`config.mk`:
```
export PLATFORM = sky130hd
export DESIGN_NAME = time_set_controller
export DESIGN_NICKNAME = d
export VERILOG_FILES = /design/src/rtl/time_set_controller.sv
export SDC_FILE = /design/constraint.sdc
export NUM_CORES = 1
export LEC_CHECK = 0
export ABC_AREA = 1
export CELL_PAD_IN_SITES_DETAIL_PLACEMENT = 0
export CELL_PAD_IN_SITES_GLOBAL_PLACEMENT = 2
export CORE_MARGIN = 4
export CORE_UTILIZATION = 21
export CTS_CLUSTER_SIZE = 8
export DETAILED_ROUTE_END_ITERATION = 6
export PLACE_DENSITY_LB_ADDON = 0.1
export SLEW_MARGIN = 20
export SYNTH_ARGS = -nofsm -noshare
export SYNTH_HDL_FRONTEND = slang
export SYNTH_SLANG_ARGS = --single-unit
```
`constraint.sdc`:
```
create_clock -name clk_src -period 2.2 [get_ports clk_src]
set_input_delay 0.44 -clock clk_src [delete_from_list [all_inputs] [get_ports clk_src]]
set_output_delay 0.44 -clock clk_src [all_outputs]
set_load 0.01 [all_outputs]
```
`src/rtl/time_set_controller.sv`:
```
// time_set_controller: running clock time plus button-driven set mode with per-field blink mask
// Ports:
//   clk_src    clock; rst synchronous active-high reset
//   tick_1hz   one-cycle pulse per second, advances time in RUN and the set-mode timeout
//   btn_mode   advances RUN -> SET_HOUR -> SET_MIN -> SET_SEC -> RUN
//   btn_inc    increments the edited field (no carry) in set mode
//   sec_data, min_data, hour_data   zero-extended time fields
//   mode       00 RUN, 01 SET_HOUR, 10 SET_MIN, 11 SET_SEC
//   blink_mask bit2 hour, bit1 min, bit0 sec; 1 blanks the field
// Define TIME_SET_BLINK_EN to build the blink counter; otherwise blink_mask is 000.
module time_set_controller #(
  parameter int WIDTH     = 32,
  parameter int BLINK_DIV = 25_000_000,
  parameter int TIMEOUT   = 10
) (
  input  logic             clk_src,
  input  logic             rst,
  input  logic             tick_1hz,
  input  logic             btn_mode,
  input  logic             btn_inc,
  output logic [WIDTH-1:0] sec_data,
  output logic [WIDTH-1:0] min_data,
  output logic [WIDTH-1:0] hour_data,
  output logic [1:0]       mode,
  output logic [2:0]       blink_mask
);
  typedef enum logic [1:0] {RUN = 2'b00, SET_HOUR = 2'b01, SET_MIN = 2'b10, SET_SEC = 2'b11} state_t;
  localparam int TW = $clog2(TIMEOUT + 1);
  state_t        r_mode, w_mode_next;
  logic [4:0]    r_hour, w_hour_next, w_hour_inc;
  logic [5:0]    r_min, w_min_next, w_min_inc;
  logic [5:0]    r_sec, w_sec_next, w_sec_inc;
  logic [TW-1:0] r_to, w_to_next;
  logic [2:0]    r_blink_mask, w_mask_next;
  logic          w_set, w_inc, w_expire, w_run_tick;
  assign w_set      = r_mode != RUN;
  // a simultaneous mode press swallows the increment
  assign w_inc      = w_set && btn_inc && !btn_mode;
  // any button in the expiring cycle keeps set mode alive
  assign w_expire   = w_set && tick_1hz && !btn_mode && !btn_inc && r_to == TW'(TIMEOUT - 1);
  assign w_run_tick = !w_set && tick_1hz;
  assign w_sec_inc  = (r_sec == 6'd59) ? 6'd0 : r_sec + 6'd1;
  assign w_min_inc  = (r_min == 6'd59) ? 6'd0 : r_min + 6'd1;
  assign w_hour_inc = (r_hour == 5'd23) ? 5'd0 : r_hour + 5'd1;
  assign w_sec_next  = (w_run_tick || (w_inc && r_mode == SET_SEC)) ? w_sec_inc : r_sec;
  assign w_min_next  = ((w_run_tick && r_sec == 6'd59) || (w_inc && r_mode == SET_MIN)) ? w_min_inc : r_min;
  assign w_hour_next = ((w_run_tick && r_sec == 6'd59 && r_min == 6'd59) || (w_inc && r_mode == SET_HOUR)) ? w_hour_inc : r_hour;
  assign w_to_next = (!w_set || btn_mode || btn_inc || w_expire) ? '0 : tick_1hz ? r_to + TW'(1) : r_to;
  always_comb begin
    w_mode_next = r_mode;
    if (btn_mode)
      w_mode_next = (r_mode == RUN) ? SET_HOUR : (r_mode == SET_HOUR) ? SET_MIN : (r_mode == SET_MIN) ? SET_SEC : RUN;
    else if (w_expire)
      w_mode_next = RUN;
  end
  always_ff @(posedge clk_src) begin
    if (rst) r_mode <= RUN;
    else r_mode <= w_mode_next;
  end
`ifdef TIME_SET_BLINK_EN
  localparam int BW = (BLINK_DIV > 1) ? $clog2(BLINK_DIV) : 1;
  logic [BW-1:0] r_blink_cnt;
  logic          r_phase, w_phase_next, w_wrap, w_mode_chg;
  assign w_mode_chg   = w_mode_next != r_mode;
  assign w_wrap       = r_blink_cnt == BW'(BLINK_DIV - 1);
  // restart visible on every mode change
  assign w_phase_next = w_mode_chg ? 1'b0 : r_phase ^ w_wrap;
  assign w_mask_next  = {3{w_phase_next}} &
                        ((w_mode_next == SET_HOUR) ? 3'b100 : (w_mode_next == SET_MIN) ? 3'b010 :
                         (w_mode_next == SET_SEC) ? 3'b001 : 3'b000);
  always_ff @(posedge clk_src) begin
    if (rst) begin
      r_blink_cnt <= '0;
      r_phase     <= 1'b0;
    end else begin
      r_blink_cnt <= (w_mode_chg || w_wrap) ? '0 : r_blink_cnt + BW'(1);
      r_phase     <= w_phase_next;
    end
  end
`else
  logic w_unused_blink;
  assign w_unused_blink = ^BLINK_DIV;
  assign w_mask_next    = 3'b000;
`endif
  always_ff @(posedge clk_src) begin
    if (rst) begin
      r_hour       <= '0;
      r_min        <= '0;
      r_sec        <= '0;
      r_to         <= '0;
      r_blink_mask <= '0;
    end else begin
      r_hour       <= w_hour_next;
      r_min        <= w_min_next;
      r_sec        <= w_sec_next;
      r_to         <= w_to_next;
      r_blink_mask <= w_mask_next;
    end
  end
  assign sec_data   = WIDTH'(r_sec);
  assign min_data   = WIDTH'(r_min);
  assign hour_data  = WIDTH'(r_hour);
  assign mode       = r_mode;
  assign blink_mask = r_blink_mask;
endmodule

```
Word level (Yosys, flattened, before mapping)
Index checks and enable logic that the tools add are counted. W data, S select, Z words.

Reductions and logical operators: 25. Add/sub/neg operators: 4. Eq/ne operators: 7. Multiplexer cells: 8.

Operators by type and width (count): $add A6 B1 Y6 const B (2); $eq A6 B6 Y1 const B (2); $logic_and A1 B1 Y1 (12); $mux W6 (2); $mux W2 (5); $logic_or A1 B1 Y1 (6); $add A5 B1 Y5 const B (1); $eq A5 B5 Y1 const B (1); $mux W5 (1); $add A4 B1 Y4 const B (1); $eq A2 B2 Y1 const B (2); $eq A4 B4 Y1 const B (1); $reduce_bool A2 Y1 (2); $logic_not A1 Y1 (3); $eq A2 B1 Y1 const B (1); $logic_not A2 Y1 (1); $reduce_or A2 Y1 (1).

Input bits: 5. Flip-flop bits (word level): 23. Output and inout bits: 101.

Depth between registers and ports, before layout
Depth in word-level cells: 7. Depth in mapped cells: 10. Depth with buffers taken out: 10.

Least setup slack after synthesis
No wires, ideal clock.

Path type: register -> register. Start point: register r_mode[0], in the netlist mode[0]. End point: register r_sec[0]. Period minus slack after synthesis: 1.474 ns. Path slack: 0.726 ns. Path buffers: 0. Arrival: 1.404 ns. Library setup time: 0.070 ns. Cell stages (with the launch flop): 9. Required time: 2.130 ns. Cells stage by stage: dfxtp_1 inv_1 ha_1 nor2_1 nand3_1 nand2_2 inv_2 or2_0 a21oi_1.

Cells in the longest elaborated chain, start to end: 5. Elaborated cells between the ends (all ways): 8.

Ends and longest elaborated chain: start: declaration (RTL line 29) `state_t r_mode, w_mode_next;`; start signal: assignment (RTL line 58) `else r_mode <= w_mode_next;`; $reduce_bool A2 Y1 (RTL line 36) `assign w_set = r_mode != RUN;`; $logic_and A1 B1 Y1 (2 in series) (RTL line 38) `assign w_inc = w_set && btn_inc && !btn_mode;`; $logic_and A1 B1 Y1 (RTL line 45) `assign w_sec_next = (w_run_tick || (w_inc && r_mode == SET_SEC)) ? w_sec_inc : r_sec;`; $logic_or A1 B1 Y1 (*) (RTL line 45); end signal: assignment (RTL line 95) `r_sec <= w_sec_next;`; end: declaration (RTL line 32) `logic [5:0] r_sec, w_sec_next, w_sec_inc;`.

Every way passes the cells marked *; elsewhere a longest branch is shown, timed or not. A chain may end at the register's enable or synchronous reset.

Final worst setup path
Start point: register r_min[2]. End point: output min_data[2].

RTL lines: start: declaration (RTL line 31) `logic [5:0] r_min, w_min_next, w_min_inc;`; start signal: assignment (RTL line 94) `r_min <= w_min_next;`; end: declaration (RTL line 22) `output logic [WIDTH-1:0] min_data,`.

No word-level cell between the ends.

==> summary.txt <==
Outcome
  • Outcome: completed

Logic synthesis
  • Register area share after synthesis: 24.12%
  • Asr flop ratio synth: 0%
  • Area share of the largest cell type after synthesis: 32.24%
  • Post-synth cell types: 29
  • Top cell type by total area after synthesis: buf_4
  • Main synth FF type: dfxtp_1
  • Seq cells post-synth: 23
  • Post-synthesis cell count: 265
  • Yosys warnings: 0
  • Post-synthesis cell area: 1909 um^2
  • Number of synthesized flops with an enable pin: 0
  • Synth area leaders: buf_4, dfxtp_1, nor2_1, ha_1, nand2_1
  • Mean Syn Cell Area: 7.205 um^2

Setup path
  • Required time of the critical path: 1.76 ns
  • Slowest stage delay, CP: 0.58 ns
  • Crit-path cells: clkdlybuf4s50_1
  • Critical path's slowest cell: clkdlybuf4s50_1
  • Worst path depth: 1
  • Startpoint Class: flop
  • Crit path capture type: primary output
  • R2r setup slk: 0.57 ns
  • Worst Path Buf+Inv: 1
  • Critical setup path kind: flop to primary output
  • Signal arrival time at the worst endpoint: 1.29 ns
  • R2R depth: 10
  • CP top delay family: buffers and inverters
  • Worst Path Max Fanout: 6

Placement
  • I/O Buffers: 23
  • GPL Wtd Cong: 0.6996
  • DP HPWL: 3214 um
  • Dpl ws: 0.3385 ns

Hold path
  • Min-Delay Path Depth: 2
  • Hold Crit Class: flop to flop

Global route
  • GRT overflow: 0
  • Initial antenna violation count: 0
  • Vias in the first global route: 1168
  • First-pass GRT wire length: 5844 um
  • Largest net degree at the start of global routing: 13
  • Global Route Usage Sum: 6.943%

Routing
  • Post-route ant nets: 0
  • DR iter-0 viols: 23
  • Final wirelength: 3940 um
  • Residual DRC: 0
  • Drt pass-1 iters: 6
  • Vias per cell: 3.464
  • Via Count: 1389
  • Drt wl/cell: 9.825 um

Clock network
  • Max clock buf depth: 2
  • CTS root buffer: clkbuf_8
  • Hold-fix buffers at CTS: 0
  • H-tree depth: 1
  • Total CTS buffers: 3
  • CTS Sinks: 23
  • Post-CTS setup buffers: 0
  • Post_cts resized: 0
  • Clock-pin transition on the worst setup and hold timing paths: 0.09 ns
  • Worst-Skew Late Latency: 0.27 ns
  • CTS tree: done

STA
  • Final setup skew: 0.006256 ns
  • Max-slew violations: 0
  • Worst setup margin: 0.4657 ns
  • RSZ-0062 raised after global routing: no
  • Min Clock Period, post-route: 1.734 ns
  • Hold Fails Final Rpt: 0
  • FMAX: 0.5766 GHz
  • Post-route clock period utilization: 78.83%
  • Setup TNS Final: 0 ns
  • Final setup fails: 0

Pwr
  • Peak supply drop: 0.0001638 V
  • Leak: 0.9484 nW
  • Pwr/cell area: 429.5 nW/um^2

Floorplan
  • Initial Util: 21.79%
  • IO Pins: 106
  • Rows: 34
  • Die Footprint: 10680 um^2
  • Core area: 8763 um^2
  • Die Y: 103.4 um
  • Die width: 103.4 um

Flow run
  • Max cap viols: 0

Cells and area
  • Fin nets: 308
  • Commonest non-fill, non-tap cell in the layout: conb_1
  • Antenna cells: 0
  • Layout area overhead: 6.094%
  • Layout fillers: 1019
  • Most frequent cells in the layout: conb_1, nor2_1, nand2_1
  • Fraction of layout cells with a size suffix above 1: 6.485%
## registers in the layout, summed over array words and instances, names as in the netlist
name	flops
mode	2
r_to	4
r_min	6
r_hour	5
r_sec	6
## metrics by stage
stage          hold WS, ns  instance area (um^2)  power (mW)  utilization [%]  std cells
5_1_grt             0.5478                  2026      0.9294            23.12        401
3_5_place_dp        0.4871                  1981      0.6026            22.60        397
3_3_place_gp        0.4920                  1981      0.6055            22.60        397
6_report            0.5016                  2026      0.8700            23.12        401
4_1_cts             0.5077                  2026      0.8958            23.12        401
2_1_floorplan       0.4653                  2213      0.6641                -        346
## worst min-delay path, cell delays in order, from the launching register on
cell and delay, ns:
dfxtp_1 0.34, nand2_1 0.07, a21oi_1 0.05
## cell usage after synthesis (2+ instances only)
cell type / count
ha_1: 9
nand2_2: 4
o21ai_0: 5
nor3_1: 2
buf_4: 82
dfxtp_1: 23
inv_2: 4
nand3b_1: 3
nand4_1: 2
inv_1: 18
nand2_1: 29
a21oi_1: 13
xor2_1: 4
nand3_2: 2
o21ai_1: 2
nand3_1: 16
nor2_1: 35
## where the power goes
part	switching, mW	internal, mW
sequential	0.0117	0.425
combinational	0.113	0.0436
clock	0.146	0.130
total	0.271	0.599
## per-layer routing
metal | routed length [um] | GRT usage, % | vias up
met5 | 0 | 0 | -
met3 | 357 | 2.482 | 0
met2 | 1925 | 11.72 | 57
met4 | 0 | 1.494 | 0
li1 | - | - | 727
met1 | 1656 | 8.492 | 605
## final timing paths
kind | to | from
hold reg to reg | r_to[2] | r_to[2]
setup reg to reg | r_min[0] | mode[0]
setup / recovery | min_data[2] | r_min[2]
hold / removal | r_to[2] | r_to[2]
## cells by family (layout without fill, tap and decap cells)
family,Yosys count,count (layout),synth area share [%]
compound gates,24,24,7.471
xor+xnor,5,5,2.293
fa+ha+maj,9,9,5.898
buf+inv,106,53,37.02
flops,23,23,24.12
mux,1,1,0.5243
other cells,1,82,0.1964
simple gates,96,96,22.48
## area by class of cell
class	count	area, um^2	area share [%]
sequential	23	460.4	22.73
clock buffer	4	45.04	2.224
tap	108	135.1	6.671
multi-input combinational	217	1046	51.64
inverter	23	86.33	4.262
timing repair buffer	26	252.7	12.48
No activity file was read; power rests on OpenSTA's default activity.
